`src/rtl/debug_input_capture.sv`:
```
// debug_input_capture: synchronise, debounce and latch KEY/SW events for the HPS over Avalon-MM
module debug_input_capture #(
    parameter int NUM_KEYS        = 4,
    parameter int NUM_SW          = 10,
    parameter int DEBOUNCE_CYCLES = 500000
) (
    input  logic                clk,
    input  logic                reset_n,
    input  logic [1:0]          avs_address,
    input  logic                avs_read,
    input  logic                avs_write,
    input  logic [31:0]         avs_writedata,
    output logic [31:0]         avs_readdata,
    output logic                irq,
    input  logic [NUM_KEYS-1:0] key_n,
    input  logic [NUM_SW-1:0]   sw
);
    localparam int N  = NUM_KEYS + NUM_SW;
    localparam int CW = $clog2(DEBOUNCE_CYCLES);
    localparam int PW = $clog2(DEBOUNCE_CYCLES + 2);
    logic [N-1:0]          sync1_q, sync2_q, stable_q, stable_d, edge_q, edge_d, mask_q, mask_d;
    logic [N-1:0]          rise, chg, set, clr;
    logic [N-1:0][CW-1:0]  cnt_q, cnt_d;
    logic [PW-1:0]         pcnt_q, pcnt_d;
    logic                  primed_q, primed_d;
    logic [31:0]           rdata_q, rdata_d, rmux;
    logic                  wr_edge, wr_mask, wr_ctrl, unused_wdata;
    assign unused_wdata = ^avs_writedata[31:N];
    // per-bit debounce: a new value must persist DEBOUNCE_CYCLES cycles; any agreement restarts the count
    always_comb begin
        stable_d = stable_q;
        cnt_d    = cnt_q;
        for (int i = 0; i < N; i++) begin
            cnt_d[i]    = (sync2_q[i] == stable_q[i] || cnt_q[i] == CW'(DEBOUNCE_CYCLES - 1)) ? '0 : cnt_q[i] + CW'(1);
            stable_d[i] = (sync2_q[i] != stable_q[i] && cnt_q[i] == CW'(DEBOUNCE_CYCLES - 1)) ? sync2_q[i] : stable_q[i];
        end
    end
    // event capture, register writes, priming and the registered read path
    always_comb begin
        rise     = stable_d & ~stable_q;
        chg      = stable_d ^ stable_q;
        set      = primed_q ? {chg[N-1:NUM_KEYS], rise[NUM_KEYS-1:0]} : '0;
        wr_edge  = avs_write && avs_address == 2'd1;
        wr_mask  = avs_write && avs_address == 2'd2;
        wr_ctrl  = avs_write && avs_address == 2'd3 && avs_writedata[0];
        clr      = (wr_edge ? avs_writedata[N-1:0] : '0) | {N{wr_ctrl}};
        edge_d   = (edge_q & ~clr) | set;
        mask_d   = wr_mask ? avs_writedata[N-1:0] : mask_q;
        pcnt_d   = primed_q ? pcnt_q : pcnt_q + PW'(1);
        primed_d = primed_q | (pcnt_q == PW'(DEBOUNCE_CYCLES + 1));
        rmux     = avs_address == 2'd0 ? 32'(stable_q) :
                   avs_address == 2'd1 ? 32'(edge_q) :
                   avs_address == 2'd2 ? 32'(mask_q) : {31'b0, primed_q};
        rdata_d  = avs_read ? rmux : rdata_q;
    end
    // all state, with synchronous active-low reset
    always_ff @(posedge clk) begin
        if (!reset_n) begin
            sync1_q  <= '0;
            sync2_q  <= '0;
            stable_q <= '0;
            cnt_q    <= '0;
            edge_q   <= '0;
            mask_q   <= '0;
            pcnt_q   <= '0;
            primed_q <= 1'b0;
            rdata_q  <= '0;
        end else begin
            sync1_q  <= {sw, ~key_n};
            sync2_q  <= sync1_q;
            stable_q <= stable_d;
            cnt_q    <= cnt_d;
            edge_q   <= edge_d;
            mask_q   <= mask_d;
            pcnt_q   <= pcnt_d;
            primed_q <= primed_d;
            rdata_q  <= rdata_d;
        end
    end
    assign avs_readdata = rdata_q;
    assign irq          = |(edge_q & mask_q);
endmodule

```
`config.mk`:
```
export PLATFORM = sky130hd
export DESIGN_NAME = debug_input_capture
export DESIGN_NICKNAME = d
export VERILOG_FILES = /design/src/rtl/debug_input_capture.sv
export SDC_FILE = /design/constraint.sdc
export NUM_CORES = 1
export LEC_CHECK = 0
export BUFFER_PORTS_ARGS = -buffer_cell sky130_fd_sc_hd__buf_2
export CAP_MARGIN = 20
export CORE_MARGIN = 10
export CORE_UTILIZATION = 65
export CTS_CLUSTER_SIZE = 10
export DETAILED_ROUTE_END_ITERATION = 7
export GPL_TIMING_DRIVEN = 0
export PLACE_DENSITY = 0.84
export SYNTH_ARGS = -nofsm -noshare
export SYNTH_HDL_FRONTEND = slang
export SYNTH_SLANG_ARGS = --single-unit
```
`constraint.sdc`:
```
create_clock -name clk -period 4.25 [get_ports clk]
set_input_delay 0.85 -clock clk [delete_from_list [all_inputs] [get_ports clk]]
set_output_delay 0.85 -clock clk [all_outputs]
set_load 0.01 [all_outputs]
```
==> Word level (Yosys, flattened, before mapping) <==
Index checks and enable logic that the tools add are counted.
{ "totals": {"regBits": 388, "out_inout_bits": 33, "in_bits": 52} }
{ "op_classes": {"n_mux": 19, "addsub": 15, "eq_ne": 46, "reduce_logical": 48, "n_bitwise": 11} }
{ "ops": {"columns": ["cell", "count"], "rows": [
  ["$add A19 B1 Y19 const B", 15],
  ["$eq A19 B19 Y1 const B", 15],
  ["$mux W14", 5],
  ["$and A14 B14 Y14", 2],
  ["$or A14 B14 Y14", 2],
  ["$reduce_or A2 Y1", 14],
  ["$logic_and A1 B1 Y1", 18],
  ["$eq A1 B1 Y1", 14],
  ["$logic_or A1 B1 Y1", 14],
  ["$mux W1", 14],
  ["$ne A1 B1 Y1", 14],
  ["$not A14 Y14", 1],
  ["$reduce_or A14 Y1", 1],
  ["$xor A14 B14 Y14", 1],
  ["$not A4 Y4", 2],
  ["$and A4 B4 Y4", 1],
  ["$eq A2 B2 Y1 const B", 2],
  ["$eq A2 B1 Y1 const B", 1],
  ["$logic_not A2 Y1", 1],
  ["$not A1 Y1", 1],
  ["$or A1 B1 Y1", 1]
]} }

==> Logic depth before layout (Yosys ltp) <==
{ "logic_depth": {"depth_word": 7, "depth_mapped": 8} }

==> Least setup slack after synthesis <==
No wires, ideal clock.
{ "synth_path": {"kind": "input to register", "startpoint": "input port avs_address[0]", "endpoint": "register edge_q[10]", "arrival_time_ns": 2.142, "path_slack_ns": 1.992, "n_path_buf": 2, "setup_time_ns": 0.116, "required_ns": 4.134, "stages": 6, "path_cell_list": "clkbuf_1 > and3b_1 > buf_1 > nand2_1 > and3_1 > a31o_2"} }
{ "synth_via": {"elab_chain_len": 7} }
{ "synth_rtl": {"columns": ["element", "line", "rtl"], "rows": [
  ["start: declaration", "9", "input logic [1:0] avs_address,"],
  ["$eq A2 B1 Y1 or $eq A2 B2 Y1 (tied branches)", "43, 45", null],
  ["$logic_and A1 B1 Y1 (on tied branches)", "43, 45", null],
  ["$mux W14 or $logic_and A1 B1 Y1 (tied branches)", "46, 45", null],
  ["$or A14 B14 Y14 (*)", "46", "clr = (wr_edge ? avs_writedata[N-1:0] : '0) | {N{wr_ctrl}};"],
  ["$not A14 Y14 (*)", "47", "edge_d = (edge_q & ~clr) | set;"],
  ["$and A14 B14 Y14 (*)", "47", null],
  ["$or A14 B14 Y14 (*)", "47", null],
  ["end signal: assignment", "73", "edge_q <= edge_d;"],
  ["end: declaration", "21", "logic [N-1:0] sync1_q, sync2_q, stable_q, stable_d, edge_q, edge_d, mask_q, mask_d;"]
]} }
Mark *: on every way between the ends. The rest lies on a longest branch, timed or not.
A chain may end at the register's enable or synchronous reset.

==> Worst setup path in the final report <==
{ "layout_path": {"startpoint": "register edge_q[9]", "endpoint": "output port irq"} }
{ "layout_via": {"elab_chain_len": 2} }
{ "layout_rtl": {"columns": ["element", "line", "rtl"], "rows": [
  ["$and A14 B14 Y14", "81", "assign irq = |(edge_q & mask_q);"],
  ["$reduce_or A14 Y1", "81", null],
  ["end: declaration", "14", "output logic irq,"]
]} }
No other way between the ends.

==> impl_table.tex <==
\begin{tabular}{lr}
\hline
Metric & Value \\
\hline
\multicolumn{2}{l}{\textbf{Global route}} \\
Number of global-route vias before repair & 13260 \\
Pin count of the biggest net entering global routing & 11 \\
Aggregate global-route resource usage & 0.2299 \\
Global-route wire length before repair & 62630 um \\
Number of antenna violations at the first check in global routing & 7 \\
Remaining Overflow, GRT & 0 \\
\multicolumn{2}{l}{\textbf{CTS}} \\
CTS buffer count & 43 \\
TritonCTS clock tree & yes \\
CTS H-tree lvls & 2 \\
Clock latency on the worst-skew pair & $\sim$530 ps \\
Maximum count of clock buffers along a single path & 3 \\
Sink count of the clock tree & 370 \\
Post-CTS Setup Inserts & 0 \\
Clock root buffer & sky130\_fd\_sc\_hd\_\_clkbuf\_16 \\
Reg clk slew, reported paths & roughly 60 ps \\
Number of cells upsized or downsized after cts & 0 \\
Number of buffers inserted by hold repair at cts & 0 \\
\multicolumn{2}{l}{\textbf{Floorplanning}} \\
Rows & 58 \\
Die extent in y & 179.4 um \\
Initial core utilization & 0.6577 \\
Overall die area & $\sim$32000 um\^{}2 \\
I/O pin count & 85 \\
Placeable Area & approximately 25000 um\^{}2 \\
Die width & approximately 180 um \\
\multicolumn{2}{l}{\textbf{STA}} \\
Share of the clock period used by the worst path & 0.6241 \\
Post-layout min period & about 2700 ps \\
Count of final setup violators & 0 \\
Worst clock skew & between 15 and 20 ps \\
Number of hold violations in the final report & 0 \\
Setup TNS & 0 ps \\
Post-route worst setup slack & approximately 1600 ps \\
Highest attainable clock frequency & between 300 and 400 MHz \\
Pin slew with the least headroom to its limit & between 800 and 900 ps \\
Max-Slew Margin vs Limit & 0.4474 \\
Worst Hold Margin & $\sim$430 ps \\
Unrepaired setup endpoints after global routing & no \\
Number of slew-limit violations in the final report & 0 \\
\multicolumn{2}{l}{\textbf{Critical path}} \\
Critical path arrival & roughly 1800 ps \\
Critical path endpoint category & output pin \\
Kind of critical path & register to output pin \\
Slowest Stage Delay on Critical Path & $\sim$320 ps \\
Startpoint class of the critical path & register \\
Top delay family on crit path & compound AO/OA/AOI/OAI gates \\
Worst setup path startpoint & edge\_q[9]\$\_SDFF\_PN0\_ \\
Ordered cell list for the critical path & a22oi\_1 -> nand2\_1 -> a221oi\_1 -> nand4\_1 -> buf\_2 \\
Count of buffering cells on the critical path with inverters included & 1 \\
Critical path data required time & 3400 ps \\
Worst path slowest cell & sky130\_fd\_sc\_hd\_\_dfxtp\_1 \\
Startpoint of the worst register-to-register path & cnt\_q[19]\$\_SDFF\_PP0\_ \\
Max Fanout on Critical Path & 3 \\
\multicolumn{2}{l}{\textbf{Detailed routing}} \\
Mean number of vias per cell & roughly 6 \\
DRT Wirelength & 37510 um \\
Number of detailed-route iterations in the first pass & 6 \\
Highest metal used & met5 \\
Average detailed-routed wire length per instance & roughly 16 um \\
Number of violations reported at the end of detailed-routing iteration 0 & slightly above 1000 \\
Met3 Wirelength & between 2000 and 2500 um \\
Total number of vias & 13980 \\
Met2 Routed Length & 18350 um \\
Routed met1 length & roughly 16000 um \\
Number of DRC violations after detailed routing & 0 \\
Antenna-violating nets left & 0 \\
\multicolumn{2}{l}{\textbf{Synth}} \\
Library cell occupying the most area in the post-synthesis netlist & sky130\_fd\_sc\_hd\_\_dfxtp\_1 \\
Synth top area cells & sky130\_fd\_sc\_hd\_\_dfxtp\_1, sky130\_fd\_sc\_hd\_\_nor2\_1, sky130\_fd\_sc\_hd\_\_xnor2\_1 \\
Distinct cells, synth & 64 \\
Gate Count Post-Synth & 1881 \\
Top FF cell, synth & sky130\_fd\_sc\_hd\_\_dfxtp\_1 \\
Yosys synthesis warning count & 0 \\
Part of the Yosys area used for sequential elements & 0.4485 \\
Proportion of register bits with asynchronous set or reset after synthesis & 0 \\
Yosys reg bits & 370 \\
Number of synthesized flops with an enable pin & 0 \\
Syn Std Cell Area & $\sim$17000 um\^{}2 \\
Mean post-synth cell area & between 8 and 9 um\^{}2 \\
Proportion of netlist area held by the largest area contributor & 0.4485 \\
\multicolumn{2}{l}{\textbf{Placement}} \\
HPWL after DPL & about 26000 um \\
Number of placed cells counting well taps & between 2000 and 2500 \\
Worst slack at placement & between 1000 and 1500 ps \\
Placed cell area & between 15000 and 20000 um\^{}2 \\
Input/output buffers & 44 \\
Gpl congestion & roughly 0.87 \\
\multicolumn{2}{l}{\textbf{Min path}} \\
Min-delay worst type & register to register \\
Min-delay src & sync1\_q[3]\$\_SDFF\_PN0\_ \\
\multicolumn{2}{l}{\textbf{Finish}} \\
Non-Filler Cell Area, Final & between 15000 and 20000 um\^{}2 \\
Number of nets at the end of the flow & 2055 \\
Area added between synthesis and finish & 11.18\% \\
Most frequent standard cell in the layout excluding fill and tap cells & sky130\_fd\_sc\_hd\_\_dfxtp\_1 \\
Share of cells above drive strength 1 & 0.08325 \\
Number of standard cells in the layout, taps in and fillers out & roughly 2300 \\
Finished Core Util & 0.7313 \\
Commonest non-fill, non-tap cells in the layout & sky130\_fd\_sc\_hd\_\_dfxtp\_1, sky130\_fd\_sc\_hd\_\_nor2\_1, sky130\_fd\_sc\_hd\_\_nand2\_1 \\
\multicolumn{2}{l}{\textbf{Power}} \\
Final total power & about 6.8 mW \\
Lkg Pwr & between 5 and 6 nW \\
Total power density per cell area & approximately 370 nW/um\^{}2 \\
Worst vdd rail ir drop & 0.2688 mV \\
\multicolumn{2}{l}{\textbf{Outcome}} \\
Run status & finished clean \\
\multicolumn{2}{l}{\textbf{Flow run}} \\
Maximum capacitance violations & 0 \\
\hline
\end{tabular}
## area by class of cell
cell class              count  area (um^2)
diodes                      6        15.01
plain buffers              72        401.6
clock buffers              51         1126
clock inverters             1        8.758
fillers                  1855         6748
inverters                  58        217.7
multi-input cells        1398         8552
flip-flops and latches    370         7407
well taps                 330        412.9
repair buffers             44        220.2
## cells by family (layout without fill, tap and decap cells)
| logic type | count (synthesis) | in the layout | share of synthesized area |
|---|---|---|---|
| XOR/XNOR | 197 | 197 | 0.1045 |
| buffers and inverters | 130 | 226 | 0.03750 |
| multiplexers | 17 | 17 | 0.01114 |
| flip-flops | 370 | 370 | 0.4485 |
| AND/OR/NAND/NOR | 904 | 904 | 0.2889 |
| other | 1 | 24 | 0.0002271 |
| adder cells (fa/ha/maj) | 16 | 16 | 0.01212 |
| AO/OA/AOI/OAI | 246 | 246 | 0.09713 |
## per-layer routing
layer | track usage | vias to the layer above
met3 | 0.04338 | 85
met4 | 0.06696 | 4
met2 | 0.4028 | 371
met5 | 0 | -
li1 | - | 6874
met1 | 0.2820 | 6645
## flip-flops by register name, summed over array words and instances (netlist names)
signal	cells
cnt_q	266
pcnt_q	19
avs_readdata	14
edge_q	14
mask_q	14
stable_q	14
sync1_q	14
sync2_q	14
primed_q	1
## worst paths after layout
check	endpoint	depth (start not counted)	slack, ps
setup / recovery	irq	5	1600
hold / removal	sync2_q[3]$_SDFF_PN0_	1	430
hold reg to reg	sync2_q[3]$_SDFF_PN0_	1	430
setup reg to reg	cnt_q[32]$_SDFF_PP0_	6	1760
## power breakdown
group          total, mW  internal (mW)  switching (mW)  leakage (nW)
clock network       3.14           1.83            1.30         0.556
logic              0.187         0.0650           0.122          2.30
registers           3.52           3.50          0.0218          2.99
total               6.85           5.40            1.45          5.85
## worst register-to-register path: cells and delay by family, from the launching register on
family	cells	cell delay (ps)
AO/OA/AOI/OAI	1	490
adder cells (fa/ha/maj)	1	220
buffers and inverters	1	430
flip-flops	1	380
AND/OR/NAND/NOR	3	830
## cell usage after synthesis (14+ instances only)
master and count:
sky130_fd_sc_hd__nand2_1 136, sky130_fd_sc_hd__o21a_1 19, sky130_fd_sc_hd__and3_1 22, sky130_fd_sc_hd__ha_1 16, sky130_fd_sc_hd__and2_1 32, sky130_fd_sc_hd__nor4b_1 14
sky130_fd_sc_hd__o21ai_0 42, sky130_fd_sc_hd__xor2_1 87, sky130_fd_sc_hd__o31ai_1 30, sky130_fd_sc_hd__nand4_1 71, sky130_fd_sc_hd__nor2_1 272, sky130_fd_sc_hd__mux2i_1 15
sky130_fd_sc_hd__nor3_1 40, sky130_fd_sc_hd__buf_4 22, sky130_fd_sc_hd__inv_1 58, sky130_fd_sc_hd__a21oi_1 104, sky130_fd_sc_hd__or4_1 40, sky130_fd_sc_hd__dfxtp_1 370
sky130_fd_sc_hd__clkbuf_1 36, sky130_fd_sc_hd__nor4_1 38, sky130_fd_sc_hd__or3_1 53, sky130_fd_sc_hd__xnor2_1 110, sky130_fd_sc_hd__nand3_1 106, sky130_fd_sc_hd__and4_1 28
No activity file was read; power rests on OpenSTA's default activity.
